--- src/rtl/pad_cond_pkg.sv ---
// rtl/pad_cond_pkg.sv - shared constants for the pad input conditioner
package pad_cond_pkg;

    // Channel assignment of the conditioned pad inputs
    localparam int CH_SCL  = 0;
    localparam int CH_SDA  = 1;
    localparam int CH_RXD  = 2;
    localparam int CH_DRDY = 3;
    localparam int CH_MISO = 4;

    localparam int              DEF_NUM_CH     = 5;
    localparam int              DEF_FILT_CNT_W = 4;
    // SCL, SDA, RXD and DRDY idle high; MISO idles low
    localparam logic [4:0]      DEF_RST_VAL    = 5'b01111;

endpackage

--- src/rtl/pad_sync_filter.sv ---
// rtl/pad_sync_filter.sv - one channel: synchronizer, glitch filter, edge pulses
module pad_sync_filter #(
    parameter int   SYNC_STAGES = 2,
    parameter int   FILT_CNT_W  = 4,
    parameter int   FILT_LEN    = 3,
    parameter logic RST_BIT     = 1'b0
) (
    input  logic i_CLK,
    input  logic i_RST,
    input  logic i_PAD,
    output logic o_IN,
    output logic o_RISE,
    output logic o_FALL,
    output logic o_UPD
);

    logic [SYNC_STAGES-1:0] r_sync;
    logic [FILT_CNT_W-1:0]  r_cnt;
    logic                   r_in;
    logic                   r_rise;
    logic                   r_fall;
    logic                   w_s;
    logic                   w_diff;
    logic                   w_upd;

    assign w_s    = r_sync[SYNC_STAGES-1];
    assign w_diff = (w_s != r_in);
    // The accepted level flips on the edge where the differing level has been seen FILT_LEN times
    assign w_upd  = w_diff && (r_cnt == FILT_CNT_W'(FILT_LEN - 1));

    // Metastability synchronizer chain; reset preloads the idle level so no edge is seen after reset
    always_ff @(posedge i_CLK) begin
        if (i_RST) begin
            r_sync <= {SYNC_STAGES{RST_BIT}};
        end else begin
            r_sync <= {r_sync[SYNC_STAGES-2:0], i_PAD};
        end
    end

    // Stability counter: any reversion to the accepted level restarts the count
    always_ff @(posedge i_CLK) begin
        if (i_RST) begin
            r_cnt <= '0;
            r_in  <= RST_BIT;
        end else if (!w_diff) begin
            r_cnt <= '0;
        end else if (w_upd) begin
            r_cnt <= '0;
            r_in  <= w_s;
        end else begin
            r_cnt <= r_cnt + FILT_CNT_W'(1);
        end
    end

    // Edge pulses registered alongside the level so they coincide with its first new cycle
    always_ff @(posedge i_CLK) begin
        if (i_RST) begin
            r_rise <= 1'b0;
            r_fall <= 1'b0;
        end else begin
            r_rise <= w_upd &&  w_s;
            r_fall <= w_upd && !w_s;
        end
    end

    assign o_IN   = r_in;
    assign o_RISE = r_rise;
    assign o_FALL = r_fall;
    assign o_UPD  = w_upd;

endmodule

--- src/rtl/pad_input_conditioner.sv ---
// rtl/pad_input_conditioner.sv - pad input conditioning with I2C and DRDY event detection
module pad_input_conditioner
    import pad_cond_pkg::*;
#(
    parameter int                NUM_CH      = DEF_NUM_CH,
    parameter int                SYNC_STAGES = 2,
    parameter int                FILT_CNT_W  = DEF_FILT_CNT_W,
    parameter int                FILT_LEN    = 3,
    parameter logic [NUM_CH-1:0] RST_VAL     = DEF_RST_VAL
) (
    input  logic              i_CLK,
    input  logic              i_RST,
    input  logic [NUM_CH-1:0] i_PAD_IN,
    output logic [NUM_CH-1:0] o_IN,
    output logic [NUM_CH-1:0] o_RISE,
    output logic [NUM_CH-1:0] o_FALL,
    output logic              o_I2C_START,
    output logic              o_I2C_STOP,
    output logic              o_DRDY_EVT,
    output logic              o_DRDY_OVR,
    input  logic              i_DRDY_ACK
);

    logic [NUM_CH-1:0] w_upd;
    logic              w_sda_fall;
    logic              w_sda_rise;
    logic              w_scl_steady_hi;
    logic              w_drdy_fall;
    logic              r_start;
    logic              r_stop;
    logic              r_evt;
    logic              r_ovr;

    for (genvar g = 0; g < NUM_CH; g++) begin : g_ch
        pad_sync_filter #(
            .SYNC_STAGES (SYNC_STAGES),
            .FILT_CNT_W  (FILT_CNT_W),
            .FILT_LEN    (FILT_LEN),
            .RST_BIT     (RST_VAL[g])
        ) u_ch (
            .i_CLK  (i_CLK),
            .i_RST  (i_RST),
            .i_PAD  (i_PAD_IN[g]),
            .o_IN   (o_IN[g]),
            .o_RISE (o_RISE[g]),
            .o_FALL (o_FALL[g]),
            .o_UPD  (w_upd[g])
        );
    end

    // o_IN still holds the pre-update level here, so it gives the direction of each update
    assign w_sda_fall      = w_upd[CH_SDA]  &&  o_IN[CH_SDA];
    assign w_sda_rise      = w_upd[CH_SDA]  && !o_IN[CH_SDA];
    assign w_scl_steady_hi = o_IN[CH_SCL]   && !w_upd[CH_SCL];
    assign w_drdy_fall     = w_upd[CH_DRDY] &&  o_IN[CH_DRDY];

    // I2C START/STOP, suppressed when SCL moves on the same edge
    always_ff @(posedge i_CLK) begin
        if (i_RST) begin
            r_start <= 1'b0;
            r_stop  <= 1'b0;
        end else begin
            r_start <= w_sda_fall && w_scl_steady_hi;
            r_stop  <= w_sda_rise && w_scl_steady_hi;
        end
    end

    // Sticky DRDY event and overrun; a new fall together with ACK leaves only the new event pending
    always_ff @(posedge i_CLK) begin
        if (i_RST) begin
            r_evt <= 1'b0;
            r_ovr <= 1'b0;
        end else begin
            r_evt <= w_drdy_fall || (r_evt && !i_DRDY_ACK);
            r_ovr <= !i_DRDY_ACK && (r_ovr || (r_evt && w_drdy_fall));
        end
    end

    assign o_I2C_START = r_start;
    assign o_I2C_STOP  = r_stop;
    assign o_DRDY_EVT  = r_evt;
    assign o_DRDY_OVR  = r_ovr;

endmodule

--- config.mk ---
export PLATFORM = sky130hd
export DESIGN_NAME = pad_input_conditioner
export DESIGN_NICKNAME = d
export VERILOG_FILES = /design/src/rtl/pad_cond_pkg.sv /design/src/rtl/pad_sync_filter.sv /design/src/rtl/pad_input_conditioner.sv
export SDC_FILE = /design/constraint.sdc
export NUM_CORES = 1
export LEC_CHECK = 0
export BUFFER_PORTS_ARGS = -buffer_cell sky130_fd_sc_hd__buf_2
export CORE_MARGIN = 2
export CORE_UTILIZATION = 54
export DETAILED_ROUTE_END_ITERATION = 16
export GPL_TIMING_DRIVEN = 0
export PLACE_DENSITY_LB_ADDON = 0.1
export SLEW_MARGIN = 5
export SYNTH_ARGS = -nofsm -noshare
export SYNTH_HDL_FRONTEND = slang
export SYNTH_HIERARCHICAL = 1
export SYNTH_SLANG_ARGS = --single-unit
--- constraint.sdc ---
create_clock -name i_CLK -period 1.85 [get_ports i_CLK]
set_input_delay 0.0925 -clock i_CLK [delete_from_list [all_inputs] [get_ports i_CLK]]
set_output_delay 0.0925 -clock i_CLK [all_outputs]
set_load 0.005 [all_outputs]
* Word level (Yosys, flattened, before mapping) *
Index checks and enable logic that the tools add are counted.

operators by class
  add/subtract/negate cells = 5
  multiply operators = 0
  div/mod/pow operators = 0
  $lt $le $gt $ge = 0
  equal/unequal tests = 10
  shift-type cells = 0
  muxes and demuxes = 0
  bitwise logic cells = 5
  reductions and logical operators = 44

operators with widths
  kind                                                 number
  logical AND 1 bit                                    24
  adder 4 x 1 -> 4 bit, second input constant          5
  equality test 4 x 2 -> 1 bit, second input constant  5
  OR reduction 3 bit                                   5
  AND reduction 2 bit                                  5
  logical NOT 1 bit                                    8
  inequality test 1 bit                                5
  inverter 1 bit                                       5
  logical OR 1 bit                                     2

word-level totals
  register bits after elaboration = 49
  bits in latches = 0
  RAM bits = 0
  bits in read-only memories = 0
  memories kept = 0

* Logic depth before layout (Yosys ltp) *
Gate-level depths: netlist (run 1).

  depth in word-level cells = 6
  depth in mapped cells = 6

* Cells and area by module *
Netlist (run 1), hierarchy kept.

modules (own cells, without submodules)
  module                              times used  cells an instance  area each (um^2)  sequential area each (um^2)
  pad_sync_filter (g_ch[0].u_ch ...)  4           31                 331.6             180.2
  pad_sync_filter (g_ch[4].u_ch)      1           30                 331.6             180.2
  pad_input_conditioner               1           12                 131.4             80.1

* Worst setup path before layout (run 1) *
Ideal clock, no wire load.

  path kind = register to register
  start = reg g_ch[4].u_ch.r_cnt[0]
  end = reg g_ch[4].u_ch.r_cnt[2]
  arrival = 1.308 ns
  data required time = 1.786 ns
  path slack = 0.477 ns
  cell stages (with the launch flop) = 7
  buffers on the path = 1
  period minus slack after synthesis = 1.373 ns
  cells stage by stage = dfxtp_1 > inv_1 > ha_1 > or3b_1 > buf_6 > or3b_1 > nor2_1

between the ends
  longest elaborated chain between the ends = 3

ends and longest elaborated chain
  item                                                          line                   text
  from (decl)                                                   pad_sync_filter.sv:18  logic [FILT_CNT_W-1:0] r_cnt;
  from (signal assigned)                                        pad_sync_filter.sv:51  r_cnt <= r_cnt + FILT_CNT_W'(1);
  branches (longest 3 deep; another with adder 4 x 1 -> 4 bit)  --

Several ways; the timed one is not identified.
A chain may end at the register's enable or synchronous reset.

* Final worst setup path (run 1) *
Same ends and word-level chain as after synthesis.

==> results of run 1 <==
[per-stage QoR]
step / setup slack (ps) / utilization / cell area (um^2) / hold WS, ps / cells
2_1_floorplan: 482 / - / 1780 / 162 / 164
3_3_place_gp: 425 / 0.634 / 1970 / 267 / 234
3_5_place_dp: 394 / 0.634 / 1970 / 274 / 234
4_1_cts: 363 / 0.671 / 2080 / 189 / 248
5_1_grt: 273 / 0.671 / 2080 / 228 / 248
6_report: 375 / 0.671 / 2080 / 210 / 248
[flip-flops by register name, summed over array words and instances (netlist names)]
name,cells
g_ch.u_ch/o_RISE,5
o_I2C_STOP,1
o_DRDY_EVT,1
o_DRDY_OVR,1
g_ch.u_ch/o_IN,5
g_ch.u_ch/o_FALL,5
o_I2C_START,1
g_ch.u_ch/r_cnt,20
g_ch.u_ch/r_sync,10
[power by group]
group	switching [W]	total [W]	internal, W	leakage [nW]
sequential	0.00000989	0.00108	0.00107	0.398
combinational	0.0000258	0.0000585	0.0000327	0.447
clock	0.000319	0.000468	0.000149	0.0245
total	0.000355	0.00161	0.00125	0.869
[critical path: stages, from the launching register on]
cell and delay, ps:
sky130_fd_sc_hd__dfxtp_1 390, sky130_fd_sc_hd__inv_1 60, sky130_fd_sc_hd__ha_1 180, sky130_fd_sc_hd__or3b_1 180, sky130_fd_sc_hd__buf_6 110, sky130_fd_sc_hd__or3b_1 400
sky130_fd_sc_hd__nor2_1 120
[worst paths after layout]
check	startpoint	endpoint	slack [ps]	depth (start not counted)
worst max-delay path	g_ch[4].u_ch/r_cnt[0]	g_ch[4].u_ch/r_cnt[2]	380	6
worst min-delay path	i_RST	g_ch[4].u_ch/r_sync[0]	210	2
worst max register to register	g_ch[4].u_ch/r_cnt[0]	g_ch[4].u_ch/r_cnt[2]	380	6
worst min register to register	g_ch[0].u_ch/r_sync[0]	g_ch[0].u_ch/r_sync[1]	430	1
[metal layers]
metal	routed length, um	track usage	up-vias
met2	1450	0.302	24
met5	0	0	-
li1	-	-	625
met1	1200	0.183	546
met4	46	0.0638	0
met3	123	0.0693	5
[cell type report]
type | instances | share of cell area
clock inverter | 2 | 0.00721
sequential | 49 | 0.471
tap | 44 | 0.0264
buffer | 1 | 0.00541
clock buffer | 6 | 0.0198
multi-input combinational | 109 | 0.370
timing repair buffer | 32 | 0.0913
inverter | 5 | 0.00901
==> impl_metrics.env, run 1 <==
export IMPL_fin_crit_ps=1470
export IMPL_clock_tree_buffer_depth=2
export IMPL_critPathArrivalTime_ps=1770
export IMPL_drt_antenna_violating_nets=0
export IMPL_skew_ps=9.36
export IMPL_fp_coreArea_um2=3100
export IMPL_floorplan_die_width_um=61.4
export IMPL_detailedPlacementHpwl_um=1980
export IMPL_yosysWarnings=6
export IMPL_clock_latency_ps=360
export IMPL_diodes=0
export IMPL_root_buffer="sky130_fd_sc_hd__clkbuf_4"
export IMPL_top_level_ports=27
export IMPL_drc_errors=0
export IMPL_die_extent_in_y_um=61.4
export IMPL_crit_fanout=4
export IMPL_regArea_um2=981
export IMPL_fmax_ghz=0.678
export IMPL_number_of_iterations_in_the_first_detailed_routing_pass=4
export IMPL_post_synthesis_net_count=182
export IMPL_via_per_inst=4.84
export IMPL_worstSetupStartpointType="register"
export IMPL_max_slew_margin_rel=0.643
export IMPL_criticalPathCategory="register to register"
export IMPL_cts_max_level=2
export IMPL_initial_utilization=0.574
export IMPL_setup_repair_after_global_routing_missed_its_margin="no"
export IMPL_static_leakage_nw=0.869
export IMPL_cts_tree="yes"
export IMPL_worst_setup_hold_path_clk_slew_ps=120
export IMPL_port_buffer_count=26
export IMPL_grt_first_pass_wirelength_um=4660
export IMPL_pin_count_of_the_biggest_net_entering_global_routing=34
export IMPL_route_vias_total=1200
export IMPL_nFillCells=274
export IMPL_timing_final_setup_violations=0
export IMPL_irDropWorstVdd_v=0.000621
export IMPL_fp_dieArea_um2=3770
export IMPL_worst_slew_pin_slew_ps=536
export IMPL_post_cts_resized_instances=0
export IMPL_area_growth_syn_to_layout_pct=16.9
export IMPL_synthesized_instance_count=164
export IMPL_post_drt_wl_per_cell_um=11.4
export IMPL_multiInputGateArea_um2=771
export IMPL_min_delay_path_class="primary input to register"
export IMPL_wirelength_um=2820
export IMPL_cts_num_sinks=49
export IMPL_grt_pass1_vias=1177
export IMPL_drive_above_1_share=0.250
export IMPL_synthesis_area_per_instance_um2=10.9
export IMPL_cp_end_kind="register"
export IMPL_grt_ovfl_total=0
export IMPL_fin_total_pwr_w=0.00161
export IMPL_layout_cells_most_common_list="sky130_fd_sc_hd__dfxtp_1, sky130_fd_sc_hd__buf_2, sky130_fd_sc_hd__nor2_1"
export IMPL_numCtsBuffers=5
export IMPL_drt_iter0_drc=61
export IMPL_postCtsSetupRepairBufs=0
export IMPL_rows=20
export IMPL_layout_commonest_cell="sky130_fd_sc_hd__dfxtp_1"
export IMPL_number_of_antenna_violations_at_the_first_check_in_global_routing=0
export IMPL_worst_ep_required_time_ps=2150
export IMPL_timing_final_hold_violations=0
export IMPL_grt_util_all_layers=0.171
export IMPL_place_gp_congestion=0.728
export IMPL_fin_setup_tns_ps=0
export IMPL_design_final_nets=221
export IMPL_synthesis_area_um2=1780
export IMPL_hold_buffers=6
export IMPL_report_final_slew_viol_count=0
export IMPL_run_status="finished, final reports clean"
export IMPL_final_min_period_over_clock_period=0.797
export IMPL_timing_max_cap_violations=0
export IMPL_power_density_nw_per_um2=771
Power figures use the tool's default switching activity.
==> run 2, diff against run 1 <==
--- a/config.mk
+++ b/config.mk
@@ -7,7 +7,7 @@
 export LEC_CHECK = 0
 export BUFFER_PORTS_ARGS = -buffer_cell sky130_fd_sc_hd__buf_2
 export CORE_MARGIN = 2
-export CORE_UTILIZATION = 54
+export CORE_UTILIZATION = 49
 export DETAILED_ROUTE_END_ITERATION = 16
 export GPL_TIMING_DRIVEN = 0
 export PLACE_DENSITY_LB_ADDON = 0.1
==> constraint.sdc (replaced) <==
create_clock -name i_CLK -period 1.2 [get_ports i_CLK]
set_input_delay 0.06 -clock i_CLK [delete_from_list [all_inputs] [get_ports i_CLK]]
set_output_delay 0.06 -clock i_CLK [all_outputs]
set_load 0.005 [all_outputs]
==> impl_metrics.env, run 2 (same netlist as run 1, synthesis figures left out) <==
export IMPL_hold_path_end="g_ch[4].u_ch/o_IN"
export IMPL_clock_latency_ps=360
export IMPL_cp_end_kind="register"
export IMPL_placedInstanceArea_um2=1990
export IMPL_min_delay_path_class="primary input to register"
export IMPL_post_drt_wl_per_cell_um=11.6
export IMPL_timing_max_cap_violations=0
export IMPL_cts_tree="yes"
export IMPL_hold_depth=2
export IMPL_fp_coreArea_um2=3420
export IMPL_setup_repair_after_global_routing_missed_its_margin="yes"
export IMPL_violations_in_the_final_reports="negative setup slack"
export IMPL_layout_cells_most_common_list="sky130_fd_sc_hd__dfxtp_1, sky130_fd_sc_hd__buf_2, sky130_fd_sc_hd__nor2_2, sky130_fd_sc_hd__dfxtp_2, sky130_fd_sc_hd__xnor2_1"
export IMPL_worst_slew_pin_slew_ps=554
export IMPL_drt_iter0_drc=44
export IMPL_floorplan_die_width_um=64.3
export IMPL_worstReg2RegEnd="o_I2C_START"
export IMPL_design_final_nets=227
export IMPL_worstSetupStartpointType="register"
export IMPL_top_level_ports=27
export IMPL_number_of_antenna_violations_at_the_first_check_in_global_routing=0
export IMPL_min_delay_start="i_RST"
export IMPL_crit_fanout=4
export IMPL_regToRegStartpoint="g_ch[0].u_ch/r_cnt[0]"
export IMPL_drive_above_1_share=0.500
export IMPL_port_buffer_count=26
export IMPL_dp_slack_ps=-190
export IMPL_grt_first_pass_wirelength_um=5200
export IMPL_fin_total_pwr_w=0.00278
export IMPL_rrSetupSlack_ps=-140
export IMPL_timing_final_hold_violations=0
export IMPL_static_leakage_nw=0.935
export IMPL_design_area_um2=2340
export IMPL_internal_power_w=0.00221
export IMPL_pin_count_of_the_biggest_net_entering_global_routing=34
export IMPL_largest_reg_flops=20
export IMPL_diodes=0
export IMPL_cts_num_sinks=49
export IMPL_place_gp_congestion=0.698
export IMPL_clock_tree_buffer_depth=2
export IMPL_cts_max_level=2
export IMPL_grt_ovfl_total=0
export IMPL_number_of_iterations_in_the_first_detailed_routing_pass=4
export IMPL_seqPwrFrac=0.599
export IMPL_numCtsBuffers=5
export IMPL_p_switching_w=0.000568
export IMPL_drt_antenna_violating_nets=0
export IMPL_layout_commonest_cell="sky130_fd_sc_hd__dfxtp_1"
export IMPL_fmax_ghz=0.746
export IMPL_initial_utilization=0.522
export IMPL_top_register="g_ch.u_ch/r_cnt"
export IMPL_die_extent_in_y_um=64.3
export IMPL_critPathArrivalTime_ps=1610
export IMPL_run_status="complete, but fails checks"
export IMPL_detailedPlacementHpwl_um=1940
export IMPL_pwr_share_clk=0.359
export IMPL_fin_crit_ps=1340
export IMPL_biggestRegsByFlops="g_ch.u_ch/r_cnt x20, g_ch.u_ch/r_sync x10"
export IMPL_worst_setup_hold_path_clk_slew_ps=140
export IMPL_r2r_cells=6
export IMPL_grt_pass1_vias=1229
export IMPL_power_frac_comb=0.042
export IMPL_grt_util_all_layers=0.161
export IMPL_power_density_nw_per_um2=1180
export IMPL_final_min_period_over_clock_period=1.12
export IMPL_drc_errors=0
export IMPL_skew_ps=10.7
export IMPL_via_per_inst=4.87
export IMPL_root_buffer="sky130_fd_sc_hd__clkbuf_4"
export IMPL_route_vias_total=1247
export IMPL_criticalPathCategory="register to register"
export IMPL_max_slew_margin_rel=0.631
export IMPL_timing_final_setup_violations=29
export IMPL_irDropWorstVdd_v=0.000694
export IMPL_worst_ep_required_time_ps=1470
export IMPL_share_of_the_core_filled_with_cells=0.686
export IMPL_report_final_slew_viol_count=0
export IMPL_rows=21
export IMPL_area_growth_syn_to_layout_pct=31.6
export IMPL_fp_dieArea_um2=4130
export IMPL_finalWorstSetupSlack_ps=-140
export IMPL_wirelength_um=2970
export IMPL_netSwitchingFraction=0.205
export IMPL_nFillCells=265
## run 2: layout make-up
type / instances / area [um^2] / area share
Clock buffer: 6 / 51.3 / 0.0219
Multi-Input combinational cell: 109 / 941 / 0.401
Clock inverter: 2 / 37.5 / 0.0160
Tap cell: 46 / 57.6 / 0.0245
Inverter: 5 / 18.8 / 0.00800
Sequential cell: 49 / 996 / 0.425
Timing Repair Buffer: 39 / 243 / 0.104
## run 2: layer usage
layer	global-route usage	wire length [um]	vias to the layer above
met1	0.184	1330	581
met3	0.0458	149	5
met5	0	0	-
met2	0.275	1440	26
met4	0.0798	55	0
li1	-	-	635
## run 2: what timing repair did
action	4_1_cts	5_1_grt
setup endpoints to repair	35	36
pin swaps	12	5
hold buffers	6	0
endpoints found under the hold margin	7	0
resized for setup	26	22
buffers inserted	7	0
## run 2: per-stage QoR
stage / hold WS, ps / instances / setup TNS (ps)
final: 167 / 256 / -1630
after global routing: 205 / 256 / -3730
after global placement: 234 / 236 / -1800
after detailed placement: 245 / 236 / -3000
after floorplan: 129 / 164 / -884
after CTS: 148 / 256 / -1820
## run 2: worst max path at each step
stage,from,endpoint,cells after the start
after floorplan,g_ch[4].u_ch/r_cnt[0],g_ch[4].u_ch/r_cnt[2],6
after global placement,g_ch[0].u_ch/r_cnt[0],o_I2C_STOP,6
after detailed placement,g_ch[0].u_ch/r_cnt[0],o_I2C_STOP,6
after CTS,g_ch[3].u_ch/r_cnt[0],o_DRDY_OVR,6
after global routing,g_ch[0].u_ch/r_cnt[0],o_I2C_START,6
final,g_ch[0].u_ch/r_cnt[0],o_I2C_START,6
## run 2: power by group through the flow
| stage | clock (W) | combinational, W | sequential [W] |
|---|---|---|---|
| finish | 0.000996 | 0.000116 | 0.00166 |
| global route | 0.00109 | 0.000130 | 0.00167 |
| CTS | 0.00103 | 0.000109 | 0.00166 |
| detailed placement | 0 | 0.0000783 | 0.00170 |
| global placement | 0 | 0.0000741 | 0.00170 |
| floorplan | 0 | 0.0000453 | 0.00170 |
## run 2: worst max-delay path, cell delays in order (launching register included)
cell                      delay [ps]
sky130_fd_sc_hd__dfxtp_2         350
sky130_fd_sc_hd__inv_2            60
sky130_fd_sc_hd__ha_4            120
sky130_fd_sc_hd__or3b_4          400
sky130_fd_sc_hd__nor2_4           90
sky130_fd_sc_hd__nor2_2           40
sky130_fd_sc_hd__and4_1          180
